<file path="src/rtl/sram_port_arbiter_if.sv">
// Bundle of requester A (Wishbone side), requester B (test/BIST side) and OpenRAM port-0 signals.
// Handshake: stb/req is held with a stable command until the one-cycle ack; the arbiter samples only while idle.
interface sram_port_arbiter_if #(
  parameter int ADDR_W  = 9,
  parameter int DATA_W  = 32,
  parameter int WMASK_W = 4
);
  logic               a_stb_i;
  logic               a_we_i;
  logic [WMASK_W-1:0] a_sel_i;
  logic [ADDR_W-1:0]  a_adr_i;
  logic [DATA_W-1:0]  a_dat_i;
  logic               a_ack_o;
  logic [DATA_W-1:0]  a_dat_o;

  logic               b_req_i;
  logic               b_we_i;
  logic [WMASK_W-1:0] b_wmask_i;
  logic [ADDR_W-1:0]  b_addr_i;
  logic [DATA_W-1:0]  b_wdata_i;
  logic               b_ack_o;
  logic [DATA_W-1:0]  b_rdata_o;

  logic               sram_csb0_o;
  logic               sram_web0_o;
  logic [WMASK_W-1:0] sram_wmask0_o;
  logic [ADDR_W-1:0]  sram_addr0_o;
  logic [DATA_W-1:0]  sram_din0_o;
  logic [DATA_W-1:0]  sram_dout0_i;
  logic               busy_o;

  modport slave (
    input  a_stb_i, a_we_i, a_sel_i, a_adr_i, a_dat_i,
    output a_ack_o, a_dat_o,
    input  b_req_i, b_we_i, b_wmask_i, b_addr_i, b_wdata_i,
    output b_ack_o, b_rdata_o,
    output sram_csb0_o, sram_web0_o, sram_wmask0_o, sram_addr0_o, sram_din0_o,
    input  sram_dout0_i,
    output busy_o
  );

  modport master (
    output a_stb_i, a_we_i, a_sel_i, a_adr_i, a_dat_i,
    input  a_ack_o, a_dat_o,
    output b_req_i, b_we_i, b_wmask_i, b_addr_i, b_wdata_i,
    input  b_ack_o, b_rdata_o,
    input  sram_csb0_o, sram_web0_o, sram_wmask0_o, sram_addr0_o, sram_din0_o,
    output sram_dout0_i,
    input  busy_o
  );
endinterface

</file>
<file path="src/rtl/sram_port_arbiter.sv">
// Two-requester arbiter for the 1RW port of an OpenRAM macro, one access in flight, registered macro outputs.
// Optional SRAM_ARB_RR_EN: round-robin tie-break; otherwise A has fixed priority.
module sram_port_arbiter #(
  parameter int ADDR_W   = 9,
  parameter int DATA_W   = 32,
  parameter int WMASK_W  = 4,
  parameter int READ_LAT = 1
) (
  input  logic                 wb_clk_i,
  input  logic                 wb_rst_ni,
  sram_port_arbiter_if.slave   bus,
  output logic [1:0]           dbg_state_o
);
  typedef enum logic [1:0] {IDLE = 2'd0, ISSUE = 2'd1, WAIT = 2'd2, RESP = 2'd3} state_e;
  localparam int CNT_W = (READ_LAT > 1) ? $clog2(READ_LAT) : 1;

  state_e             state_q, state_d;
  logic [CNT_W-1:0]   cnt_q, cnt_d;
  logic               win_b_q, win_b_d;
  logic               we_q, we_d;
  logic               csb_q, csb_d;
  logic               web_q, web_d;
  logic [WMASK_W-1:0] mask_q, mask_d;
  logic [ADDR_W-1:0]  addr_q, addr_d;
  logic [DATA_W-1:0]  din_q, din_d;
  logic               a_ack_q, a_ack_d;
  logic               b_ack_q, b_ack_d;
  logic [DATA_W-1:0]  a_dat_q, a_dat_d;
  logic [DATA_W-1:0]  b_dat_q, b_dat_d;
  logic               grant, grant_b;
`ifdef SRAM_ARB_RR_EN
  logic               last_b_q, last_b_d;
`endif

  // grant_b is only meaningful while grant is high
  always_comb begin
    grant = bus.a_stb_i | bus.b_req_i;
`ifdef SRAM_ARB_RR_EN
    grant_b = bus.b_req_i & (~bus.a_stb_i | ~last_b_q);
`else
    grant_b = ~bus.a_stb_i;
`endif
  end

  always_ff @(posedge wb_clk_i or negedge wb_rst_ni) begin
    if (!wb_rst_ni) begin
      state_q  <= IDLE;
      cnt_q    <= '0;
      win_b_q  <= 1'b0;
      we_q     <= 1'b0;
      csb_q    <= 1'b1;
      web_q    <= 1'b1;
      mask_q   <= '0;
      addr_q   <= '0;
      din_q    <= '0;
      a_ack_q  <= 1'b0;
      b_ack_q  <= 1'b0;
      a_dat_q  <= '0;
      b_dat_q  <= '0;
`ifdef SRAM_ARB_RR_EN
      last_b_q <= 1'b1;
`endif
    end else begin
      state_q  <= state_d;
      cnt_q    <= cnt_d;
      win_b_q  <= win_b_d;
      we_q     <= we_d;
      csb_q    <= csb_d;
      web_q    <= web_d;
      mask_q   <= mask_d;
      addr_q   <= addr_d;
      din_q    <= din_d;
      a_ack_q  <= a_ack_d;
      b_ack_q  <= b_ack_d;
      a_dat_q  <= a_dat_d;
      b_dat_q  <= b_dat_d;
`ifdef SRAM_ARB_RR_EN
      last_b_q <= last_b_d;
`endif
    end
  end

  always_comb begin
    state_d  = state_q;
    cnt_d    = cnt_q;
    win_b_d  = win_b_q;
    we_d     = we_q;
`ifdef SRAM_ARB_RR_EN
    last_b_d = last_b_q;
`endif
    case (state_q)
      IDLE: begin
        if (grant) begin
          state_d  = ISSUE;
          win_b_d  = grant_b;
          we_d     = grant_b ? bus.b_we_i : bus.a_we_i;
`ifdef SRAM_ARB_RR_EN
          last_b_d = grant_b;
`endif
        end
      end
      ISSUE: begin
        if (we_q) begin
          state_d = RESP;
        end else begin
          state_d = WAIT;
          cnt_d   = CNT_W'(READ_LAT - 1);
        end
      end
      WAIT: begin
        if (cnt_q == '0) state_d = RESP;
        else             cnt_d   = cnt_q - CNT_W'(1);
      end
      default: state_d = IDLE;
    endcase
  end

  // Macro command is loaded while leaving IDLE so csb0 is low for exactly the ISSUE cycle
  always_comb begin
    csb_d   = 1'b1;
    web_d   = 1'b1;
    mask_d  = mask_q;
    addr_d  = addr_q;
    din_d   = din_q;
    a_ack_d = 1'b0;
    b_ack_d = 1'b0;
    a_dat_d = a_dat_q;
    b_dat_d = b_dat_q;
    if (state_q == IDLE && grant) begin
      csb_d = 1'b0;
      if (grant_b) begin
        web_d  = ~bus.b_we_i;
        mask_d = bus.b_we_i ? bus.b_wmask_i : '0;
        addr_d = bus.b_addr_i;
        din_d  = bus.b_wdata_i;
      end else begin
        web_d  = ~bus.a_we_i;
        mask_d = bus.a_we_i ? bus.a_sel_i : '0;
        addr_d = bus.a_adr_i;
        din_d  = bus.a_dat_i;
      end
    end
    if (state_q == WAIT && cnt_q == '0) begin
      if (win_b_q) b_dat_d = bus.sram_dout0_i;
      else         a_dat_d = bus.sram_dout0_i;
    end
    if (state_d == RESP) begin
      a_ack_d = ~win_b_q;
      b_ack_d = win_b_q;
    end
  end

  assign bus.sram_csb0_o   = csb_q;
  assign bus.sram_web0_o   = web_q;
  assign bus.sram_wmask0_o = mask_q;
  assign bus.sram_addr0_o  = addr_q;
  assign bus.sram_din0_o   = din_q;
  assign bus.a_ack_o       = a_ack_q;
  assign bus.a_dat_o       = a_dat_q;
  assign bus.b_ack_o       = b_ack_q;
  assign bus.b_rdata_o     = b_dat_q;
  assign bus.busy_o        = (state_q != IDLE);
  assign dbg_state_o       = state_q;
endmodule

</file>
<file path="src/flat_wrapper.sv">
// flat-port wrapper written by rule: the top's interface ports become plain ports
module sram_port_arbiter_flat 
#(
  parameter int ADDR_W   = 9,
  parameter int DATA_W   = 32,
  parameter int WMASK_W  = 4,
  parameter int READ_LAT = 1
)
  (wb_clk_i, wb_rst_ni, dbg_state_o, bus_a_stb_i, bus_a_we_i, bus_a_sel_i, bus_a_adr_i, bus_a_dat_i, bus_a_ack_o, bus_a_dat_o, bus_b_req_i, bus_b_we_i, bus_b_wmask_i, bus_b_addr_i, bus_b_wdata_i, bus_b_ack_o, bus_b_rdata_o, bus_sram_csb0_o, bus_sram_web0_o, bus_sram_wmask0_o, bus_sram_addr0_o, bus_sram_din0_o, bus_sram_dout0_i, bus_busy_o);
  sram_port_arbiter_if #(.ADDR_W(ADDR_W), .DATA_W(DATA_W), .WMASK_W(WMASK_W)) bus_i ();
  input  logic wb_clk_i;
  input  logic wb_rst_ni;
  output logic [1:0] dbg_state_o;
  input wire logic [$bits(bus_i.a_stb_i)-1:0] bus_a_stb_i;
  input wire logic [$bits(bus_i.a_we_i)-1:0] bus_a_we_i;
  input wire logic [$bits(bus_i.a_sel_i)-1:0] bus_a_sel_i;
  input wire logic [$bits(bus_i.a_adr_i)-1:0] bus_a_adr_i;
  input wire logic [$bits(bus_i.a_dat_i)-1:0] bus_a_dat_i;
  output wire logic [$bits(bus_i.a_ack_o)-1:0] bus_a_ack_o;
  output wire logic [$bits(bus_i.a_dat_o)-1:0] bus_a_dat_o;
  input wire logic [$bits(bus_i.b_req_i)-1:0] bus_b_req_i;
  input wire logic [$bits(bus_i.b_we_i)-1:0] bus_b_we_i;
  input wire logic [$bits(bus_i.b_wmask_i)-1:0] bus_b_wmask_i;
  input wire logic [$bits(bus_i.b_addr_i)-1:0] bus_b_addr_i;
  input wire logic [$bits(bus_i.b_wdata_i)-1:0] bus_b_wdata_i;
  output wire logic [$bits(bus_i.b_ack_o)-1:0] bus_b_ack_o;
  output wire logic [$bits(bus_i.b_rdata_o)-1:0] bus_b_rdata_o;
  output wire logic [$bits(bus_i.sram_csb0_o)-1:0] bus_sram_csb0_o;
  output wire logic [$bits(bus_i.sram_web0_o)-1:0] bus_sram_web0_o;
  output wire logic [$bits(bus_i.sram_wmask0_o)-1:0] bus_sram_wmask0_o;
  output wire logic [$bits(bus_i.sram_addr0_o)-1:0] bus_sram_addr0_o;
  output wire logic [$bits(bus_i.sram_din0_o)-1:0] bus_sram_din0_o;
  input wire logic [$bits(bus_i.sram_dout0_i)-1:0] bus_sram_dout0_i;
  output wire logic [$bits(bus_i.busy_o)-1:0] bus_busy_o;
  assign bus_i.a_stb_i = bus_a_stb_i;
  assign bus_i.a_we_i = bus_a_we_i;
  assign bus_i.a_sel_i = bus_a_sel_i;
  assign bus_i.a_adr_i = bus_a_adr_i;
  assign bus_i.a_dat_i = bus_a_dat_i;
  assign bus_a_ack_o = bus_i.a_ack_o;
  assign bus_a_dat_o = bus_i.a_dat_o;
  assign bus_i.b_req_i = bus_b_req_i;
  assign bus_i.b_we_i = bus_b_we_i;
  assign bus_i.b_wmask_i = bus_b_wmask_i;
  assign bus_i.b_addr_i = bus_b_addr_i;
  assign bus_i.b_wdata_i = bus_b_wdata_i;
  assign bus_b_ack_o = bus_i.b_ack_o;
  assign bus_b_rdata_o = bus_i.b_rdata_o;
  assign bus_sram_csb0_o = bus_i.sram_csb0_o;
  assign bus_sram_web0_o = bus_i.sram_web0_o;
  assign bus_sram_wmask0_o = bus_i.sram_wmask0_o;
  assign bus_sram_addr0_o = bus_i.sram_addr0_o;
  assign bus_sram_din0_o = bus_i.sram_din0_o;
  assign bus_i.sram_dout0_i = bus_sram_dout0_i;
  assign bus_busy_o = bus_i.busy_o;
  sram_port_arbiter #(.ADDR_W(ADDR_W), .DATA_W(DATA_W), .WMASK_W(WMASK_W), .READ_LAT(READ_LAT)) u_core (.wb_clk_i(wb_clk_i), .wb_rst_ni(wb_rst_ni), .bus(bus_i), .dbg_state_o(dbg_state_o));
endmodule
</file>
<file path="config.mk">
export PLATFORM = sky130hd
export DESIGN_NAME = sram_port_arbiter_flat
export DESIGN_NICKNAME = d
export VERILOG_FILES = /design/src/rtl/sram_port_arbiter_if.sv /design/src/rtl/sram_port_arbiter.sv /design/src/flat_wrapper.sv
export SDC_FILE = /design/constraint.sdc
export NUM_CORES = 1
export LEC_CHECK = 0
export CORE_MARGIN = 1.5
export CORE_UTILIZATION = 25
export CTS_CLUSTER_DIAMETER = 30
export DETAILED_ROUTE_END_ITERATION = 10
export PLACE_DENSITY_LB_ADDON = 0.2
export SETUP_SLACK_MARGIN = 0.3
export SYNTH_ARGS = -nofsm -noshare
export SYNTH_HDL_FRONTEND = slang
export SYNTH_SLANG_ARGS = --single-unit
</file>
<file path="constraint.sdc">
create_clock -name wb_clk_i -period 4.7 [get_ports wb_clk_i]
set_clock_uncertainty 0.15 [all_clocks]
set_input_delay 0.705 -clock wb_clk_i [delete_from_list [all_inputs] [get_ports wb_clk_i]]
set_output_delay 0.705 -clock wb_clk_i [all_outputs]
set_load 0.01 [all_outputs]
</file>
==> Word-level counts from Yosys, hierarchy flattened <==
Index checks and enable logic that the tools add are counted.
{ "classes": {"addsub": 1, "n_eq_ne": 4, "mux": 18, "bitwise": 6, "n_reduce_logical": 9} }
{ "ops": {"columns": ["cell", "n"], "rows": [
  ["32-bit two-way mux", 1],
  ["4-bit two-way mux", 3],
  ["1-bit two-way mux", 9],
  ["9-bit two-way mux", 1],
  ["2-bit AND reduction", 4],
  ["2-bit case mux with 3 select lines", 1],
  ["1-bit NOT", 5],
  ["2-bit equality test, second input constant", 2],
  ["2-bit two-way mux", 2],
  ["2-bit nonzero test", 2],
  ["2-bit by 1-bit equality test with 1-bit output, second input constant", 1],
  ["1-bit logical AND", 2],
  ["2-bit logical NOT", 1],
  ["2-bit inequality test, second input constant", 1],
  ["1-bit case mux with 2 select lines", 1],
  ["1-bit OR", 1],
  ["1-bit subtractor, second input constant", 1]
]} }
{ "totals": {"reg_bits": 118, "input_bits": 128, "output_inout_bits": 116, "word_cells": 51} }

==> Logic depth before layout (Yosys ltp) <==
{ "depth": {"ltp_word": 5, "depth_mapped": 7, "depth_no_buf": 5} }

==> Worst setup path after synthesis <==
No wires, ideal clock.
{ "synth_path": {"kind": "register to output", "start": "register u_core.state_q[0] (netlist: u_core.dbg_state_o[0])", "end": "output bus_busy_o", "arrival_ps": 853, "required_ps": 3845, "slack_ps": 2992, "stages_incl_launch_ff": 4, "path_buffers": 0, "cell_sequence": "dfrtp_1 -> inv_1 -> ha_1 -> inv_1"} }
{ "synth_via": {"elab_chain_cells": 1} }
{ "synth_rtl": {"columns": ["item", "line", "rtl"], "rows": [
  ["from (decl)", "sram_port_arbiter.sv:17", "state_e state_q, state_d;"],
  ["from (signal assigned)", "sram_port_arbiter.sv:64", "state_q <= state_d;"],
  ["2-bit nonzero test", "sram_port_arbiter.sv:162", "assign bus.busy_o = (state_q != IDLE);"],
  ["to (decl)", "flat_wrapper.sv:34", "output wire logic [$bits(bus_i.busy_o)-1:0] bus_busy_o;"]
]} }
No other way between the ends.

==> Worst setup path after layout <==
Same ends and word-level chain as after synthesis.

==> impl_metrics.csv <==
group,metric,value,unit
outcome,status,"finished clean",
global_route,grt_max_degree,55,
timing,period_minus_slack,2.72,ns
global_route,grt_overflow,0,
place,place_congestion,0.755,
synthesis,seq_area_frac_synth,58.7,%
synthesis,syn_area,4990,µm²
synthesis,synth_top_area_cell,"dfrtp_1",
synthesis,synthDominantCellAreaShare,57.7,%
timing,final_max_slew_viol_count,0,
drt,post_drt_wl_per_cell,15.2,µm
global_route,grt.total_usage,13.3,%
clock_network,cts-root-buf,"clkbuf_16",
place,place_area,7560,µm²
synthesis,yosysWarnings,0,
synthesis,syn_inst,361,
finish,fill_cells,1866,
clock_network,cts_htree_levels,4,
timing,fin_crit_sh,57.8,%
synthesis,synth_most_common_cell,"dfrtp_1",
setup_path,path_max_fanout,5,
drt,initialDrtViolationCount,91,
timing,setup-tns-final,0,ns
synthesis,ys_top_cells_by_count,"dfrtp_1, nand2_1, o21ai_0, mux2i_1, mux2_2",
global_route,antenna_found_initial,0,
finish,drive_above_1_share,17.4,%
drt,routed_wl,13400,µm
floorplan,initial_core_util,25.5,%
clock_network,tritoncts,"done",
floorplan,die_w,144,µm
synthesis,ys_types,26,
synthesis,syn_nets,493,
setup_path,critPathKind,"reg -> out",
timing,fin_hold_ws,0.326,ns
pwr,p_per_area,699,nW/µm²
synthesis,async_reset_ff_share,100,%
finish,diodes,0,
clock_network,clk_pin_slew,0.06,ns
place,dp.cells,852,
timing,fmax,368,MHz
drt,vias_per_cell,4.14,
synthesis,synth_area_leaders,"dfrtp_1, mux2_4, mux2i_1",
finish,utilization,42.4,%
timing,setup_viol,0,
floorplan,die_height,144,µm
run,maxCapViolCount,0,
pwr,vdd_drop_max,0.230,mV
clock_network,cts.path.max_buffers,2,
timing,worst_slew_pin_slew,1.05,ns
hold_path,hp-class,"reg -> reg",
timing,slew_headroom,29.4,%
timing,rsz0062_at_grt,"false",
setup_path,start_kind,"flop",
finish,finalNetCount,739,
clock_network,cts_sinks,117,
clock_network,cts_buffers,17,
clock_network,post_cts_resized,0,
clock_network,worstSkewPairLatency,0.40,ns
global_route,grt_pass1_wl,20800,µm
place,io_buffer_count,243,
synthesis,avgSynthCellArea,13.8,µm²
drt,drc_errors,0,
floorplan,design.die.area,20800,µm²
synthesis,synth-seq-cells,117,
drt,ant_nets,0,
setup_path,crit_path_end_kind,"output pin",
finish,areaGrowthSynthToFinish,65.9,%
setup_path,worstPathRequired,3.85,ns
place,dpl.hpwl,9850,µm
global_route,grt_pass1_vias,3910,
setup_path,arrival,1.86,ns
drt,num_vias,3666,
synthesis,synth_edf_count,0,
timing,finalHoldViolCount,0,
floorplan,coreArea,19500,µm²
floorplan,row_count,51,
finish,fin_cells,885,
pwr,p_leak,3.63,nW
finish,fin_area,8280,µm²
floorplan,ios,244,
synthesis,ys.flop_type,"dfrtp_1",
drt,firstDrtPassIters,4,
## where the power goes
part / leakage [nW] / internal, mW / switching (mW)
clock: 0.337 / 1.08 / 0.463
combinational: 1.89 / 1.47 / 0.963
sequential: 1.40 / 1.52 / 0.286
total: 3.63 / 4.07 / 1.71
## metrics by stage
stage	total power [mW]	worst slack [ns]
6_report	5.78	1.98
3_5_place_dp	4.30	1.61
3_3_place_gp	4.24	1.73
4_1_cts	5.88	1.94
5_1_grt	6.15	1.86
2_1_floorplan	2.98	2.99
## kinds of logic (layout without fill, tap and decap cells)
| logic type | after synthesis | count (layout) | share of synthesized area (%) |
|---|---|---|---|
| compound gates | 56 | 56 | 6.20 |
| fa+ha+maj | 4 | 4 | 1.00 |
| buf+inv | 26 | 285 | 4.84 |
| flops | 117 | 117 | 58.7 |
| mux | 105 | 105 | 24.9 |
| simple gates | 53 | 53 | 4.29 |
## layout make-up
| cell class | count | area [µm²] | share of cell area [%] |
|---|---|---|---|
| Sequential cell | 117 | 2930 | 35.4 |
| Multi-Input combinational cell | 218 | 1820 | 22.0 |
| Timing Repair Buffer | 250 | 2480 | 30.0 |
| Tap cell | 265 | 332 | 4.01 |
| Inverter | 3 | 11.3 | 0.136 |
| Clock buffer | 20 | 457 | 5.52 |
| Clock inverter | 12 | 248 | 2.99 |
## timing repair
item	in CTS	in global routing
hold buffers	1	0
setup buffers	0	0
endpoints found under the hold margin	15	0
## critical path, cell delays in order, from the launching register on
cell and delay [ns]:
dfrtp_1 0.44, inv_1 0.09, ha_1 0.27, inv_1 0.08
clkdlybuf4s50_1 0.57
## cell usage in the layout, fill, tap and decap left out, types with 2 or more instances in the layout
| cell type | Yosys | final |
|---|---|---|
| a21oi_1 | 3 | 3 |
| a32oi_1 | 4 | 4 |
| buf_4 | 1 | 7 |
| bufinv_16 | 0 | 7 |
| clkbuf_16 | 0 | 17 |
| clkbuf_8 | 0 | 2 |
| clkdlybuf4s50_1 | 0 | 241 |
| clkinvlp_4 | 0 | 2 |
| dfrtp_1 | 115 | 115 |
| dfstp_2 | 2 | 2 |
| ha_1 | 4 | 4 |
| inv_1 | 3 | 3 |
| mux2_2 | 34 | 34 |
| mux2_4 | 30 | 30 |
| mux2i_1 | 41 | 41 |
| nand2_1 | 48 | 48 |
| o21ai_0 | 45 | 45 |
| o21ai_1 | 2 | 2 |
## path summary, 6_finish.rpt
| kind | startpoint | slack [ns] | cells past startpoint | to |
|---|---|---|---|---|
| max | u_core.dbg_state_o[0] | 1.98 | 4 | bus_busy_o |
| min | u_core.bus.sram_din0_o[29] | 0.33 | 2 | u_core.bus.sram_din0_o[29] |
| max reg2reg | u_core.dbg_state_o[0] | 2.53 | 5 | u_core.bus.sram_addr0_o[7] |
| min reg2reg | u_core.bus.sram_din0_o[29] | 0.33 | 2 | u_core.bus.sram_din0_o[29] |
| max in group asynchronous | wb_rst_ni | 2.88 | 3 | u_core.bus.sram_wmask0_o[3] |
| min in group asynchronous | wb_rst_ni | 0.56 | 2 | u_core.bus.b_rdata_o[27] |
## per-layer routing
metal | part of all wire, % | global-route usage, % | routed length, µm | vias to the layer above
li1 | - | - | - | 1750
met1 | 44 | 16.6 | 5920 | 1719
met2 | 45 | 20.3 | 6030 | 180
met3 | 9.4 | 5.30 | 1260 | 17
met4 | 1.7 | 5.53 | 230 | 0
met5 | 0 | 0 | 0 | -
## sequential cells by signal (all words and copies together) (netlist names), 2 cells and up
register / count
u_core.bus.sram_wmask0_o: 4
u_core.bus.b_rdata_o: 32
u_core.bus.sram_addr0_o: 9
u_core.bus.a_dat_o: 32
u_core.bus.sram_din0_o: 32
u_core.dbg_state_o: 2
(Power assumes the default switching activity.)
